$ cat src/rtl/seg_pkg.sv
// Shared constants, segment encoder and FSM states for the
// signed decimal 7-segment axis display.
package seg_pkg;

    localparam logic [6:0] SEG_BLANK = 7'h7F;
    localparam logic [6:0] SEG_MINUS = 7'h3F;
    localparam logic [6:0] SEG_ZERO  = 7'h40;

    typedef enum logic [1:0] {
        IDLE = 2'd0,
        CONV = 2'd1,
        LOAD = 2'd2
    } state_t;

    // Active-low {g..a}; non-decimal codes light nothing.
    function automatic logic [6:0] seg_encode(input logic [3:0] i_bcd);
        logic [6:0] v_seg;
        case (i_bcd)
            4'd0:    v_seg = 7'h40;
            4'd1:    v_seg = 7'h79;
            4'd2:    v_seg = 7'h24;
            4'd3:    v_seg = 7'h30;
            4'd4:    v_seg = 7'h19;
            4'd5:    v_seg = 7'h12;
            4'd6:    v_seg = 7'h02;
            4'd7:    v_seg = 7'h78;
            4'd8:    v_seg = 7'h00;
            4'd9:    v_seg = 7'h10;
            default: v_seg = SEG_BLANK;
        endcase
        return v_seg;
    endfunction

endpackage

$ cat src/rtl/seg_bcd_conv.sv
// Iterative double-dabble: one magnitude bit per cycle, MSB first.
// i_start loads a new magnitude; o_done pulses after the last shift.
module seg_bcd_conv #(
    parameter int MAG_W      = 10,
    parameter int NUM_DIGITS = 3
) (
    input  logic                    clk,
    input  logic                    rst,
    input  logic                    i_start,
    input  logic [MAG_W-1:0]        i_mag,
    output logic [4*NUM_DIGITS-1:0] o_bcd,
    output logic                    o_done
);

    localparam int BCD_W = 4 * NUM_DIGITS;
    localparam int CNT_W = $clog2(MAG_W + 1);
    localparam logic [CNT_W-1:0] LAST = CNT_W'(MAG_W - 1);

    logic [MAG_W-1:0] r_mag;
    logic [BCD_W-1:0] r_bcd;
    logic [CNT_W-1:0] r_cnt;
    logic             r_run;
    logic             r_done;
    logic [BCD_W-1:0] w_adj;

    // Add-3 correction on every nibble that would overflow when doubled.
    always_comb begin
        w_adj = r_bcd;
        for (int i = 0; i < NUM_DIGITS; i++) begin
            if (r_bcd[4*i +: 4] >= 4'd5)
                w_adj[4*i +: 4] = r_bcd[4*i +: 4] + 4'd3;
        end
    end

    // Shift engine: load on start, then MAG_W correct-and-shift steps.
    always_ff @(posedge clk or negedge rst) begin
        if (!rst) begin
            r_mag  <= '0;
            r_bcd  <= '0;
            r_cnt  <= '0;
            r_run  <= 1'b0;
            r_done <= 1'b0;
        end else begin
            r_done <= 1'b0;
            if (i_start) begin
                r_mag <= i_mag;
                r_bcd <= '0;
                r_cnt <= '0;
                r_run <= 1'b1;
            end else if (r_run) begin
                r_bcd <= {w_adj[BCD_W-2:0], r_mag[MAG_W-1]};
                r_mag <= {r_mag[MAG_W-2:0], 1'b0};
                r_cnt <= r_cnt + 1'b1;
                if (r_cnt == LAST) begin
                    r_run  <= 1'b0;
                    r_done <= 1'b1;
                end
            end
        end
    end

    assign o_bcd  = r_bcd;
    assign o_done = r_done;

endmodule

$ cat src/rtl/seg_axis_display.sv
// Signed decimal 7-segment driver for one accelerometer axis, with an
// interrupt-triggered display freeze. Define SEG_BLINK_EN to blink while frozen.
module seg_axis_display
    import seg_pkg::*;
#(
    parameter int DATA_W     = 10,
    parameter int SHIFT      = 0,
    parameter int NUM_DIGITS = 3,
    parameter int HOLD_LOG2  = 23
) (
    input  logic                    clk,
    input  logic                    rst,
    input  logic [DATA_W-1:0]       sample,
    input  logic                    sample_valid,
    input  logic                    int_in,
    output logic [7*NUM_DIGITS-1:0] hex_digits,
    output logic [6:0]              hex_sign,
    output logic                    busy,
    output logic                    event_active
);

    localparam int MAG_W   = DATA_W - SHIFT;
    localparam int BCD_W   = 4 * NUM_DIGITS;
    localparam int MAX_DEC = 10 ** NUM_DIGITS - 1;

    state_t r_state;
    state_t w_next;

    logic                    r_neg;
    logic [7*NUM_DIGITS-1:0] r_hex_digits;
    logic [6:0]              r_hex_sign;
    logic                    r_sync1;
    logic                    r_sync2;
    logic                    r_sync3;
    logic                    r_event;
    logic [HOLD_LOG2-1:0]    r_hold_cnt;

    logic [MAG_W-1:0]        w_s;
    logic                    w_neg;
    logic [MAG_W-1:0]        w_abs;
    logic [MAG_W-1:0]        w_mag;
    logic [BCD_W-1:0]        w_bcd;
    logic                    w_done;
    logic                    w_busy;
    logic                    w_start;
    logic                    w_load;
    logic                    w_int_edge;
    logic                    w_seen;
    logic [7*NUM_DIGITS-1:0] w_disp;

    // Sign/magnitude split and clamp of the incoming sample.
    always_comb begin
        w_s   = MAG_W'($signed(sample) >>> SHIFT);
        w_neg = w_s[MAG_W-1];
        w_abs = w_neg ? (~w_s + 1'b1) : w_s;
        if (32'(w_abs) > 32'(MAX_DEC))
            w_mag = MAG_W'(MAX_DEC);
        else
            w_mag = w_abs;
    end

    seg_bcd_conv #(
        .MAG_W      (MAG_W),
        .NUM_DIGITS (NUM_DIGITS)
    ) u_conv (
        .clk     (clk),
        .rst     (rst),
        .i_start (w_start),
        .i_mag   (w_mag),
        .o_bcd   (w_bcd),
        .o_done  (w_done)
    );

    // FSM state register.
    always_ff @(posedge clk or negedge rst) begin
        if (!rst)
            r_state <= IDLE;
        else
            r_state <= w_next;
    end

    // FSM next state: capture, wait for the converter, one load cycle.
    always_comb begin
        w_next = r_state;
        case (r_state)
            IDLE:    if (sample_valid) w_next = CONV;
            CONV:    if (w_done) w_next = LOAD;
            LOAD:    w_next = IDLE;
            default: w_next = IDLE;
        endcase
    end

    // FSM outputs; a fresh interrupt edge already counts as frozen.
    always_comb begin
        w_busy  = (r_state != IDLE);
        w_start = (r_state == IDLE) && sample_valid;
        w_load  = (r_state == LOAD) && !r_event && !w_int_edge;
    end

    // Sign is latched at capture; a clamped zero never shows a minus.
    always_ff @(posedge clk or negedge rst) begin
        if (!rst)
            r_neg <= 1'b0;
        else if (w_start)
            r_neg <= w_neg && (w_mag != '0);
    end

    // Encode digits, blanking zeros above the most significant non-zero.
    always_comb begin
        w_seen = 1'b0;
        w_disp = '0;
        for (int i = NUM_DIGITS - 1; i >= 0; i--) begin
            if (w_bcd[4*i +: 4] != 4'd0)
                w_seen = 1'b1;
            if (w_seen || i == 0)
                w_disp[7*i +: 7] = seg_encode(w_bcd[4*i +: 4]);
            else
                w_disp[7*i +: 7] = SEG_BLANK;
        end
    end

    // Display registers: digits and sign change together on an unfrozen load.
    always_ff @(posedge clk or negedge rst) begin
        if (!rst) begin
            r_hex_digits      <= {NUM_DIGITS{SEG_BLANK}};
            r_hex_digits[6:0] <= SEG_ZERO;
            r_hex_sign        <= SEG_BLANK;
        end else if (w_load) begin
            r_hex_digits <= w_disp;
            r_hex_sign   <= r_neg ? SEG_MINUS : SEG_BLANK;
        end
    end

    // Two-flop synchroniser plus a delay flop for rising-edge detection.
    always_ff @(posedge clk or negedge rst) begin
        if (!rst) begin
            r_sync1 <= 1'b0;
            r_sync2 <= 1'b0;
            r_sync3 <= 1'b0;
        end else begin
            r_sync1 <= int_in;
            r_sync2 <= r_sync1;
            r_sync3 <= r_sync2;
        end
    end

    assign w_int_edge = r_sync2 & ~r_sync3;

    // Hold timer: an edge (re)starts the window, which ends after 2^HOLD_LOG2 cycles.
    always_ff @(posedge clk or negedge rst) begin
        if (!rst) begin
            r_event    <= 1'b0;
            r_hold_cnt <= '0;
        end else if (w_int_edge) begin
            r_event    <= 1'b1;
            r_hold_cnt <= '0;
        end else if (r_event) begin
            r_hold_cnt <= r_hold_cnt + 1'b1;
            if (&r_hold_cnt)
                r_event <= 1'b0;
        end
    end

`ifdef SEG_BLINK_EN
    logic w_blink;
    assign w_blink    = r_event & r_hold_cnt[HOLD_LOG2-3];
    assign hex_digits = w_blink ? {NUM_DIGITS{SEG_BLANK}} : r_hex_digits;
    assign hex_sign   = w_blink ? SEG_BLANK : r_hex_sign;
`else
    assign hex_digits = r_hex_digits;
    assign hex_sign   = r_hex_sign;
`endif

    assign busy         = w_busy;
    assign event_active = r_event;

endmodule
$ cat config.mk
export PLATFORM = sky130hd
export DESIGN_NAME = seg_axis_display
export DESIGN_NICKNAME = d
export VERILOG_FILES = /design/src/rtl/seg_pkg.sv /design/src/rtl/seg_bcd_conv.sv /design/src/rtl/seg_axis_display.sv
export SDC_FILE = /design/constraint.sdc
export NUM_CORES = 1
export LEC_CHECK = 0
export CAP_MARGIN = 0
export CORE_MARGIN = 3
export CORE_UTILIZATION = 62
export DETAILED_ROUTE_END_ITERATION = 12
export PLACE_DENSITY = 0.93
export SYNTH_ARGS = -nofsm -noshare
export SYNTH_HDL_FRONTEND = slang
export SYNTH_SLANG_ARGS = --single-unit
export TNS_END_PERCENT = 10
$ cat constraint.sdc
create_clock -name clk -period 2.89 [get_ports clk]
set_input_delay 0.7225 -clock clk [delete_from_list [all_inputs] [get_ports clk]]
set_output_delay 0.7225 -clock clk [all_outputs]
set_load 0.03 [all_outputs]
Word level (Yosys, flattened, before mapping)
Memory sizes are Yosys's and may differ from the RTL's. A register that Yosys moved wholly into a read port is not among the register bits.
Index checks and enable logic that the tools add are counted.
Widths: inputs -> output; s select.
{"block": "op_classes", "multipliers": 0, "order_cmp": 4, "muxes": 30, "n_shift": 0, "n_reduce_logical": 16, "n_eq_ne": 5, "n_div": 0, "bitwise": 3, "n_addsub": 6}
{"cell": "$mux 23", "count": 2}
{"cell": "$mux 10", "count": 4}
{"cell": "$mux 12", "count": 2}
{"cell": "$add 23x1->23 const B", "count": 1}
{"cell": "$reduce_and 23->1", "count": 1}
{"cell": "$mux 7", "count": 3}
{"cell": "$mux 4", "count": 4}
{"cell": "$ge 4x3->1 const B", "count": 3}
{"cell": "$mux 1", "count": 11}
{"cell": "$add 10x1->10 const B", "count": 1}
{"cell": "$gt 10x10->1 const B", "count": 1}
{"cell": "$not 10->10", "count": 1}
{"cell": "$reduce_bool 10->1", "count": 1}
{"cell": "$add 4x2->4 const B", "count": 2}
{"cell": "$reduce_bool 4->1", "count": 2}
{"cell": "$reduce_bool 2->1", "count": 3}
{"cell": "$add 4x1->4 const B", "count": 1}
{"cell": "$eq 4x4->1 const B", "count": 1}
{"cell": "$logic_and 1x1->1", "count": 4}
{"cell": "$mux 2", "count": 2}
{"cell": "$pmux 2 s2", "count": 1}
{"cell": "$add 3x2->3 const B", "count": 1}
{"cell": "$logic_not 1->1", "count": 3}
{"cell": "$mux 3", "count": 1}
{"cell": "8 further kinds", "count": 8}
{"block": "totals", "latchBits": 0, "word_cells": 81, "memories": 3, "ramBits": 0, "out_inout_bits": 30, "inputBits": 14, "romBits": 336, "ff_bits": 86}
{"memory": "(no name shown)", "depth": 16, "width": 7, "read_ports": 1, "rd_ports_with_merged_regs": 0, "wr": 0, "line_no": "seg_pkg.sv:18", "source": "case (i_bcd)"}
{"memory": "(no name shown)", "depth": 16, "width": 7, "read_ports": 1, "rd_ports_with_merged_regs": 0, "wr": 0, "line_no": "seg_pkg.sv:18"}
{"memory": "(no name shown)", "depth": 16, "width": 7, "read_ports": 1, "rd_ports_with_merged_regs": 1, "wr": 0, "line_no": "seg_pkg.sv:18"}

Depth between registers and ports, before layout
{"block": "depth", "word_depth": 7, "ltp_mapped": 8, "ltp_nobuf": 7}

Hierarchy
Synthesis repeated with hierarchy kept, for this count alone.
{"block": "unflattened", "hier_cells": 487, "hier_area_um2": 4560.6}
{"module": "seg_axis_display", "seq_area_each_um2": 1321.3, "cells_per_inst": 336, "n_inst": 1, "area_per_inst_um2": 3072.9}
{"module": "seg_bcd_conv", "seq_area_each_um2": 700.7, "cells_per_inst": 151, "n_inst": 1, "area_per_inst_um2": 1487.7}

Worst setup path before layout
Ideal clock, no wire load.
{"block": "synth_path", "kind": "input to register", "from": "input sample[0]", "to": "register r_neg", "cell_stages": 7, "arrival_ns": 2.042, "required_time_ns": 2.765, "setup_slack_ns": 0.723, "path_buffers": 0, "setup_time_ns": 0.125, "path_cell_list": "inv_1 -> ha_1 -> or4b_1 -> o21ai_0 -> xor2_1 -> and4b_1 -> a21oi_1"}
{"block": "synth_via", "elab_chain_cells": 7}
{"element": "start: declaration", "line_no": "seg_axis_display.sv:13", "source": "input logic [DATA_W-1:0] sample,"}
{"element": "$not 10->10", "line_no": "seg_axis_display.sv:55", "source": "w_abs = w_neg ? (~w_s + 1'b1) : w_s;"}
{"element": "$add 10x1->10", "line_no": "seg_axis_display.sv:55"}
{"element": "$mux 10 (*)", "line_no": "seg_axis_display.sv:55"}
{"element": "$gt 10x10->1", "line_no": "seg_axis_display.sv:56", "source": "if (32'(w_abs) > 32'(MAX_DEC))"}
{"element": "$mux 10 (*)", "line_no": "seg_axis_display.sv:56"}
{"element": "$reduce_bool 10->1 (*)", "line_no": "seg_axis_display.sv:105", "source": "r_neg <= w_neg && (w_mag != '0);"}
{"element": "$logic_and 1x1->1 (*)", "line_no": "seg_axis_display.sv:105"}
{"element": "end signal: assignment", "line_no": "seg_axis_display.sv:105"}
{"element": "end: declaration", "line_no": "seg_axis_display.sv:29", "source": "logic r_neg;"}
Mark *: on every way between the ends. The rest lies on a longest branch, timed or not.
A chain may end at the register's enable or synchronous reset.

Worst setup path after layout
{"block": "layout_path", "from": "register r_state[1]", "to": "output busy"}
{"block": "layout_via", "elab_chain_cells": 1}
{"element": "start: declaration", "line_no": "seg_axis_display.sv:26", "source": "state_t r_state;"}
{"element": "start signal: assignment", "line_no": "seg_axis_display.sv:79", "source": "r_state <= w_next;"}
{"element": "$reduce_bool 2->1", "line_no": "seg_axis_display.sv:95", "source": "w_busy = (r_state != IDLE);"}
{"element": "end: declaration", "line_no": "seg_axis_display.sv:18", "source": "output logic busy,"}
Every way passes these cells.

==> summary.txt <==
RUN STATUS
----------------------------------------------------------------------------------
Status                                                                   completed

SETUP PATH
----------------------------------------------------------------------------------
Setup Crit Path Kind                                                  register to output pin
Crit-path max FO                                                                 5
Reg2Reg Depth                                                                    4
Destination of the worst register-to-register timing path             r_hold_cnt[15]
Worst r2r src                                                         event_active
Launch point of the critical path                                       r_state[1]
Sort of element at the end of the critical path                         output pin
Required time of the worst setup path                                      2.17 ns
Worst-case register-to-register setup slack                                0.93 ns
Element type at the critical path start                                   register
Arrival @ worst endpoint                                                   1.70 ns

STA
----------------------------------------------------------------------------------
Final worst-path cycle share                                                0.8381
Setup Skew                                                              0.01053 ns
Final count of hold timing violations                                            0
Relative max-transition margin                                              0.3637
Tightest Pin Transition                                                  0.9544 ns
Setup violation total in the final timing report                                 0
Minimum clock period                                                      2.422 ns
RSZ-0062 raised after global routing                                         false
Count of final max-slew check failures                                           0
Highest clock frequency the design can meet                              412.9 MHz
Setup_tns                                                                     0 ns

FINAL LAYOUT
----------------------------------------------------------------------------------
Number of antenna diodes                                                         0
Final core utilization                                                      0.7607
Area Growth Syn to Fin                                                      14.61%
Final #Nets                                                                    529
Share of final-layout standard cells stronger than drive strength 1        0.09780

CTS
----------------------------------------------------------------------------------
Clock tree from TritonCTS                                                    built
Setup bufs post-CTS                                                              0
CTS Hold Buffers Added                                                           0
Htree depth                                                                      3
Clock root cell                                                           clkbuf_8
Clock buffer depth                                                               2
Total of cells resized after clock tree synthesis                                0
Clock sink total                                                                80
Clock latency on the worst-skew pair                                       0.35 ns
Num CTS Buffers                                                                  9
Clock-pin slew on the worst setup and hold paths                           0.08 ns

POWER
----------------------------------------------------------------------------------
Pint                                                                      2.527 mW
Peak ir drop on the vdd network                                          0.5148 mV
Sw Ratio                                                                    0.3897
Switching power                                                           1.614 mW
Leak Pwr                                                                  2.159 nW
PD cells                                                              828.8 nW/um2
Portion of total power attributed to sequential cells                        0.414
Combinational Power Share                                                    0.376
Share of power burned in the clock network                                   0.210

GLOBAL ROUTING
----------------------------------------------------------------------------------
Total congestion overflow after global routing                                   0
Overall fraction of global-route tracks in use                              0.2250
Largest net degree at the start of global routing                               80
Antenna violations before repair                                                 0
First-pass GRT wire length                                               14,990 um
Number of global-route vias before repair                                    3,306

DRT
----------------------------------------------------------------------------------
1st-pass router iterations                                                       5
DRC                                                                              0
Antenna violation net count after detailed routing                               0
Number of DRC violations after detailed-routing iteration 0                    289
Average wire per cell in the routed design                                14.58 um
Final wirelength                                                           8661 um
Post-detailed-route via-to-cell ratio                                        5.726
DR vias                                                                      3,401

LOGIC SYNTHESIS
----------------------------------------------------------------------------------
Unique cell type count in the Yosys netlist                                     49
Leading area contributor after synthesis                                   dfrtp_1
Number of storage elements in the synthesis netlist                             80
Number of enable flip-flop cells after synthesis                                 0
Synthesis Warnings                                                               0
Number of standard cells after synthesis                                       464
Total standard cell area after synthesis                                  4359 um2
Share of the yosys chip area belonging to registers                         0.4638
Per-instance average area after synthesis                                9.395 um2
Main synth FF type                                                         dfrtp_1
Top-area cell type share of the netlist area                                0.3674
Async set-reset flop share out of synthesis                                  1.000
Top area cells in the synthesized netlist                             dfrtp_1 (37%), dfstp_2 (9.6%), ha_1 (5.5%)

DIE
----------------------------------------------------------------------------------
DIE HEIGHT                                                                89.85 um
Die width                                                                 89.85 um
Placement row count                                                             29
Core region area                                                          6568 um2
Die outline area                                                          8073 um2
I/O pin total                                                                   44
Initial standard-cell utilization of the core                               0.6637

JOB
----------------------------------------------------------------------------------
Number of max-capacitance violations reported                                    0

HOLD PATH
----------------------------------------------------------------------------------
Depth of the worst hold-timing path                                              0
Sink of the worst hold path                                                r_sync2
Worst min-delay path category                                         register to register
Hold path startpoint                                                       r_sync1

PLACE
----------------------------------------------------------------------------------
Estimated wirelength of the detail-placed design                           5767 um
Buffers added on ports                                                          37
RePlAce Congestion                                                          0.8361

==> placed cells by master (no fill, tap or decap), types with 6 or more instances in the layout <==
cell type	n
inv_1	16
nand2b_1	11
a211oi_1	10
nor2b_1	6
xnor2_1	16
nand3_1	7
and3_1	8
a21oi_1	32
nor3_1	13
nand2_1	39
clkdlybuf4s50_1	36
o22a_1	6
conb_1	6
clkbuf_8	9
ha_1	19
o21ai_0	22
o31ai_1	8
or3_1	6
dfstp_2	16
xor2_1	16
mux2i_1	15
buf_4	10
nor2_1	55
dfrtp_1	64
==> power groups by stage <==
stage / combinational, mW / clock (mW) / sequential, mW
2_1_floorplan: 1.31 / 0 / 1.54
4_1_cts: 1.55 / 0.887 / 1.70
3_3_place_gp: 1.42 / 0 / 1.69
3_5_place_dp: 1.50 / 0 / 1.71
6_report: 1.56 / 0.871 / 1.71
5_1_grt: 1.78 / 0.932 / 1.75
==> critical path, cell delays in order, from the launching register on <==
cell and delay (ns):
dfrtp_1 0.42, or2_2 0.33, clkdlybuf4s50_1 0.61
==> per-layer routing <==
metal	global-route usage	part of all wire	vias up
met5	0	0	-
met4	0.1224	0.026	0
met3	0.03255	0.051	21
met2	0.3672	0.48	93
met1	0.2908	0.44	1640
li1	-	-	1647
==> per-stage QoR <==
step / hold slack [ns] / setup slack [ns] / instances / power, mW / cell area (um2)
after floorplan: 0.3312 / 0.7226 / 469 / 2.845 / 4378
after global placement: 0.3357 / 0.2341 / 578 / 3.113 / 4791
final: 0.3623 / 0.4678 / 594 / 4.141 / 4996
after CTS: 0.3649 / 0.4562 / 594 / 4.141 / 4996
after global routing: 0.3716 / 0.3958 / 594 / 4.464 / 4996
after detailed placement: 0.3466 / 0.1731 / 578 / 3.212 / 4791
==> registers in the layout, summed over array words and instances (netlist names), 2 cells and up <==
| name | count |
|---|---|
| u_conv.r_cnt | 4 |
| hex_digits | 21 |
| u_conv.o_bcd | 12 |
| r_hold_cnt | 23 |
| u_conv.r_mag | 10 |
| r_state | 2 |
==> how the worst max path moves through the flow <==
| stage | cells past startpoint | to | slack (ns) |
|---|---|---|---|
| 6_report | 2 | busy | 0.47 |
| 2_1_floorplan | 7 | r_neg | 0.72 |
| 3_3_place_gp | 8 | r_neg | 0.23 |
| 4_1_cts | 2 | busy | 0.46 |
| 5_1_grt | 8 | r_neg | 0.40 |
| 3_5_place_dp | 8 | r_neg | 0.17 |
==> layout make-up <==
| cell class | count | area (um2) |
|---|---|---|
| Inverter | 16 | 60.06 |
| Multi-Input combinational cell | 343 | 2157 |
| Clock buffer | 12 | 135.1 |
| Timing Repair Buffer | 46 | 435.4 |
| Tap cell | 93 | 116.4 |
| Clock inverter | 4 | 70.07 |
| Sequential cell | 80 | 2022 |
| Fill cell | 432 | 1572 |
==> synth_stat cells (all sizes together) (6+ instances only) <==
master,number
buf,13
clkbuf,17
and3,8
nor2,56
or3,6
nand2b,11
o21ai,22
nand2,39
nand3,8
o22a,6
a211oi,10
xnor2,16
o31ai,8
nor2b,6
dfrtp,64
mux2i,15
nor3,13
ha,19
xor2,16
dfstp,16
inv,16
a21oi,32
==> logic make-up (layout without fill, tap and decap cells) <==
family | Yosys count | in the layout | share of synthesized area
compound gates | 93 | 93 | 0.1309
fa+ha+maj | 19 | 19 | 0.05454
buf+inv | 46 | 78 | 0.04621
mux | 17 | 17 | 0.03961
simple gates | 176 | 176 | 0.1998
xor+xnor | 32 | 32 | 0.06429
other cells | 1 | 6 | 0.0008603
flops | 80 | 80 | 0.4638
(Power assumes the default switching activity.)
